**config.mk**
```make
export PLATFORM = sky130hd
export DESIGN_NAME = slt_seq
export DESIGN_NICKNAME = d
export VERILOG_FILES = /design/src/rtl/slt_seq.sv
export SDC_FILE = /design/constraint.sdc
export NUM_CORES = 1
export LEC_CHECK = 0
export CAP_MARGIN = 40
export CORE_ASPECT_RATIO = 2
export CORE_MARGIN = 2
export CORE_UTILIZATION = 30
export DETAILED_ROUTE_END_ITERATION = 10
export PLACE_DENSITY_LB_ADDON = 0.1
export SLEW_MARGIN = 10
export SYNTH_ARGS = -nofsm -noshare
export SYNTH_HDL_FRONTEND = slang
export SYNTH_SLANG_ARGS = --single-unit
```
**constraint.sdc**
```tcl
create_clock -name clk -period 9.7 [get_ports clk]
set_input_delay 1.94 -clock clk [delete_from_list [all_inputs] [get_ports clk]]
set_output_delay 1.94 -clock clk [all_outputs]
set_load 0.02 [all_outputs]
```
**src/rtl/slt_seq.sv**
```systemverilog
// Multi-cycle set-less-than unit: computes x - y as x + ~y + 1, DIGIT bits per
// clock (LSB chunk first), and reports set, signed overflow, zero and the difference.
module slt_seq #(
    parameter int WIDTH = 32,
    parameter int DIGIT = 4
) (
    input  logic             clk,
    input  logic             reset,
    input  logic             start,
    input  logic             mode,
    input  logic [WIDTH-1:0] x,
    input  logic [WIDTH-1:0] y,
    output logic             ready,
    output logic             done,
    output logic             set,
    output logic             overflow,
    output logic             zero,
    output logic [WIDTH-1:0] diff
);

    localparam int NCHUNK = (DIGIT >= 1) ? (WIDTH / DIGIT) : 1;
    localparam int CW     = (NCHUNK > 1) ? $clog2(NCHUNK) : 1;

    if (WIDTH < 2 || DIGIT < 1 || (WIDTH % DIGIT) != 0) begin : gBadParams
        $error("slt_seq: WIDTH must be >= 2 and a multiple of DIGIT >= 1");
    end

    typedef enum logic [1:0] {IDLE, RUN, DONE} state_t;

    state_t           state_q;
    logic [CW-1:0]    count_q;
    logic             carry_q;
    logic             mode_q;
    logic [WIDTH-1:0] xOp_q;
    logic [WIDTH-1:0] yOp_q;
    logic [WIDTH-1:0] work_q;
    logic [WIDTH-1:0] diff_q;
    logic             set_q;
    logic             overflow_q;
    logic             zero_q;
    logic             done_q;

    logic [DIGIT-1:0] xChunk;
    logic [DIGIT-1:0] yChunk;
    logic             ripple;
    logic             cMsb;
    logic             carry_d;
    logic [WIDTH-1:0] diff_d;
    logic             overflow_d;
    logic             set_d;
    logic             lastChunk;

    // One chunk of the subtraction; on the last chunk cMsb is the carry into bit WIDTH-1.
    always_comb begin
        xChunk = '0;
        yChunk = '0;
        diff_d = work_q;
        for (int k = 0; k < NCHUNK; k++) begin
            if (count_q == CW'(k)) begin
                xChunk = xOp_q[k*DIGIT +: DIGIT];
                yChunk = yOp_q[k*DIGIT +: DIGIT];
            end
        end
        ripple = carry_q;
        cMsb   = carry_q;
        for (int i = 0; i < DIGIT; i++) begin
            if (i == DIGIT - 1) begin
                cMsb = ripple;
            end
            for (int k = 0; k < NCHUNK; k++) begin
                if (count_q == CW'(k)) begin
                    diff_d[k*DIGIT + i] = xChunk[i] ^ ~yChunk[i] ^ ripple;
                end
            end
            ripple = (xChunk[i] & ~yChunk[i]) | (ripple & (xChunk[i] ^ ~yChunk[i]));
        end
        carry_d    = ripple;
        overflow_d = cMsb ^ carry_d;
        set_d      = mode_q ? ~carry_d : (diff_d[WIDTH-1] ^ overflow_d);
        lastChunk  = (count_q == CW'(NCHUNK - 1));
    end

    // Control FSM; result flags only change on the edge that enters DONE.
    always_ff @(posedge clk) begin
        if (reset) begin
            state_q    <= IDLE;
            count_q    <= '0;
            carry_q    <= 1'b0;
            mode_q     <= 1'b0;
            xOp_q      <= '0;
            yOp_q      <= '0;
            work_q     <= '0;
            diff_q     <= '0;
            set_q      <= 1'b0;
            overflow_q <= 1'b0;
            zero_q     <= 1'b0;
            done_q     <= 1'b0;
        end else begin
            done_q <= 1'b0;
            case (state_q)
                IDLE: begin
                    if (start) begin
                        xOp_q   <= x;
                        yOp_q   <= y;
                        mode_q  <= mode;
                        count_q <= '0;
                        carry_q <= 1'b1;
                        state_q <= RUN;
                    end
                end
                RUN: begin
                    work_q  <= diff_d;
                    carry_q <= carry_d;
                    count_q <= count_q + CW'(1);
                    if (lastChunk) begin
                        diff_q     <= diff_d;
                        set_q      <= set_d;
                        overflow_q <= overflow_d;
                        zero_q     <= (diff_d == '0);
                        done_q     <= 1'b1;
                        state_q    <= DONE;
                    end
                end
                DONE: begin
                    state_q <= IDLE;
                end
                default: begin
                    state_q <= IDLE;
                end
            endcase
        end
    end

    assign ready    = (state_q == IDLE);
    assign done     = done_q;
    assign set      = set_q;
    assign overflow = overflow_q;
    assign zero     = zero_q;
    assign diff     = diff_q;

endmodule

```
==> impl_metrics.ini <==
[critical_path]
worst-setup-path-type = reg -> reg
critical_path_arrival_ns = 6.00
crit_required_ns = 10.05
critPathLaunchType = flop
crit_path_end_kind = flop
critPathMaxFanout = 22

[sta]
hold_slack_ns = 0.447
max_freq_mhz = 177
final_hold_viol_count = 0
drv_slew = 0
relSlewSlack_pct = 42.2
rsz0062_at_grt = false
tns_ns = 0
setup_viol_count_final = 0
worst-slew-pin-transition_ns = 0.867
fin_crit_ns = 5.65
fin_crit_sh_pct = 58.3
setup_ws_ns = 4.05
skew_ns = 0.0145

[min_path]
hold_path.class = reg -> reg

[placed_design]
place_hpwl_um = 14500
place_ws_ns = 4.06
dpl_cell_area_um2 = 7150
dp.cells = 1072
port-buffer-count = 104
finalWeightedCongestion = 0.821

[cells_and_area]
layout.nets = 910
syn_to_final_growth_pct = 32.4
finish.instance_area_um2 = 7810
stdcell_count = 1104
final_cell_mix = nand2_1, dfxtp_1, clkdlybuf4s50_1, a21oi_1, o21ai_0
n_antenna_cell = 0
n_fill_cell = 2017
fin_util_pct = 40.5
drive_gt1_share_pct = 6.04
final_common_cell = nand2_1

[synthesis]
yosysWarningCount = 0
yosysSeqAreaShare_pct = 46.2
synth_edf_count = 0
synthTopCellsByArea = dfxtp_1, nand2_1, a21oi_1
synth-seq-cells = 136
synth_area_um2 = 5900
synth_async_sr_flop_share_pct = 0
synth_top_cell_by_area = dfxtp_1
synthFlopType = dfxtp_1
synth_cells = 761
synth_top_area_share_pct = 46.2
synth_cell_types = 46
syn_avg_cell_area_um2 = 7.75
syn_nets = 839

[power_and_ir_drop]
power_density_nw_per_um2 = 195
total_power_mw = 1.53
ir_worst_vdd_mv = 0.107
power_leakage_nw = 2.77

[global_route]
grt_max_degree = 52
grt_pass1_vias = 5648
grt_pass1_wl_um = 30500
grt_antenna_before_repair = 0
grt_usage_pct = 19.3
grt-ovfl-total = 0

[floorplanning]
die_area_um2 = 20900
dieWidth_um = 103
coreArea_um2 = 19300
die-height_um = 202
pin_count = 105
std_cell_rows = 72
start_util_pct = 30.6

[clock_tree]
postCtsResizedCells = 0
cts_sinks = 136
numCtsBuffers = 17
path_clk_slew_ns = 0.06
cts_max_level = 4
cts_setup_buffers = 0
worstSkewPairLatency_ns = 0.43
cts_tree = built
holdBufCountCts = 0
clockBufferDepth = 2
cts-root-buf = clkbuf_16

[routing]
wire_per_inst_um = 17.5
antenna_left = 0
viasPerCell = 4.94
drc = 0
dr.pass1.iters = 5
routed_wl_um = 19300
via_count = 5459
drtIter0Drc = 202

[run_status]
outcome = finished clean

[run]
drv_cap = 0
-- where the power goes --
part           switching (mW)  internal (mW)
Sequential             0.0173          0.580
Clock                   0.249          0.477
Combinational           0.124         0.0794
-- sequential cells by signal, indices dropped and copies added, names as in the netlist --
name	flops
work_q	29
mode_q	1
count_q	3
yOp_q	32
xOp_q	32
zero	1
state_q	2
done	1
diff	32
overflow	1
carry_q	1
set	1
-- cell type report --
class,count,area (µm²),share of cell area (%)
Clock buffer,21,470,6.02
Clock inverter,11,194,2.48
Inverter,13,48.8,0.625
Multi-Input combinational cell,549,2890,37.0
Sequential cell,136,2720,34.8
Tap cell,259,324,4.15
Timing Repair Buffer,115,1160,14.8
-- final timing paths --
| check | startpoint | to | slack [ns] | depth (start not counted) |
|---|---|---|---|---|
| max | count_q[1] | zero | 4.05 | 19 |
| min | diff[2] | diff[2] | 0.45 | 2 |
| max reg2reg | count_q[1] | zero | 4.05 | 19 |
| min reg2reg | diff[2] | diff[2] | 0.45 | 2 |
-- synthesized netlist by cell type, types with 2 or more instances --
| cell | count |
|---|---|
| clkbuf_1 | 53 |
| nor2b_1 | 3 |
| nand2b_1 | 9 |
| inv_1 | 11 |
| o31ai_1 | 2 |
| nor3_1 | 3 |
| nand4_1 | 4 |
| a22o_1 | 3 |
| nor2_1 | 57 |
| nand2_1 | 202 |
| a211oi_1 | 14 |
| o21ai_0 | 67 |
| o21a_1 | 3 |
| ha_1 | 6 |
| buf_2 | 4 |
| o221ai_1 | 10 |
| and2_1 | 4 |
| a2bb2oi_1 | 2 |
| mux2i_1 | 18 |
| a221oi_1 | 16 |
| dfxtp_1 | 136 |
| nand3_1 | 3 |
| a21oi_1 | 95 |
| o32ai_1 | 5 |
| buf_1 | 6 |
| fa_1 | 4 |
| nand3b_1 | 2 |
-- logic make-up after synthesis --
kind of cell,Yosys count,synth area share [%]
AND/OR/NAND/NOR,295,20.4
AO/OA/AOI/OAI,224,22.5
flip-flops,136,46.2
buffers and inverters,76,4.92
multiplexers,18,3.05
adder cells (fa/ha/maj),10,2.63
XOR/XNOR,2,0.297
-- worst max-delay path: stages (launching register included) --
cell and delay (ns):
dfxtp_1 0.34, inv_1 0.09, ha_1 0.61, and2_0 0.78, nor2_1 0.28, a221oi_1 0.34, o221ai_1 0.15, o21ai_0 0.13
fa_1 0.21, inv_1 0.05, fa_1 0.35, inv_1 0.08, fa_1 0.20, inv_1 0.08, fa_1 0.48, buf_4 0.27
nand3_1 0.10, a211o_1 0.32, or4_4 0.51, o31ai_2 0.18
-- per-layer routing --
layer  global-route usage [%]  vias up  wire length (µm)  share of wire, %
met5                        0        -                 0                 0
met4                     8.18        0               453               2.4
met3                     2.73       27               513               2.7
met2                     36.6      119             10900                57
met1                     20.4     2562              7370                38
li1                         -     2751                 -                 -
No activity file was read; power rests on OpenSTA's default activity.
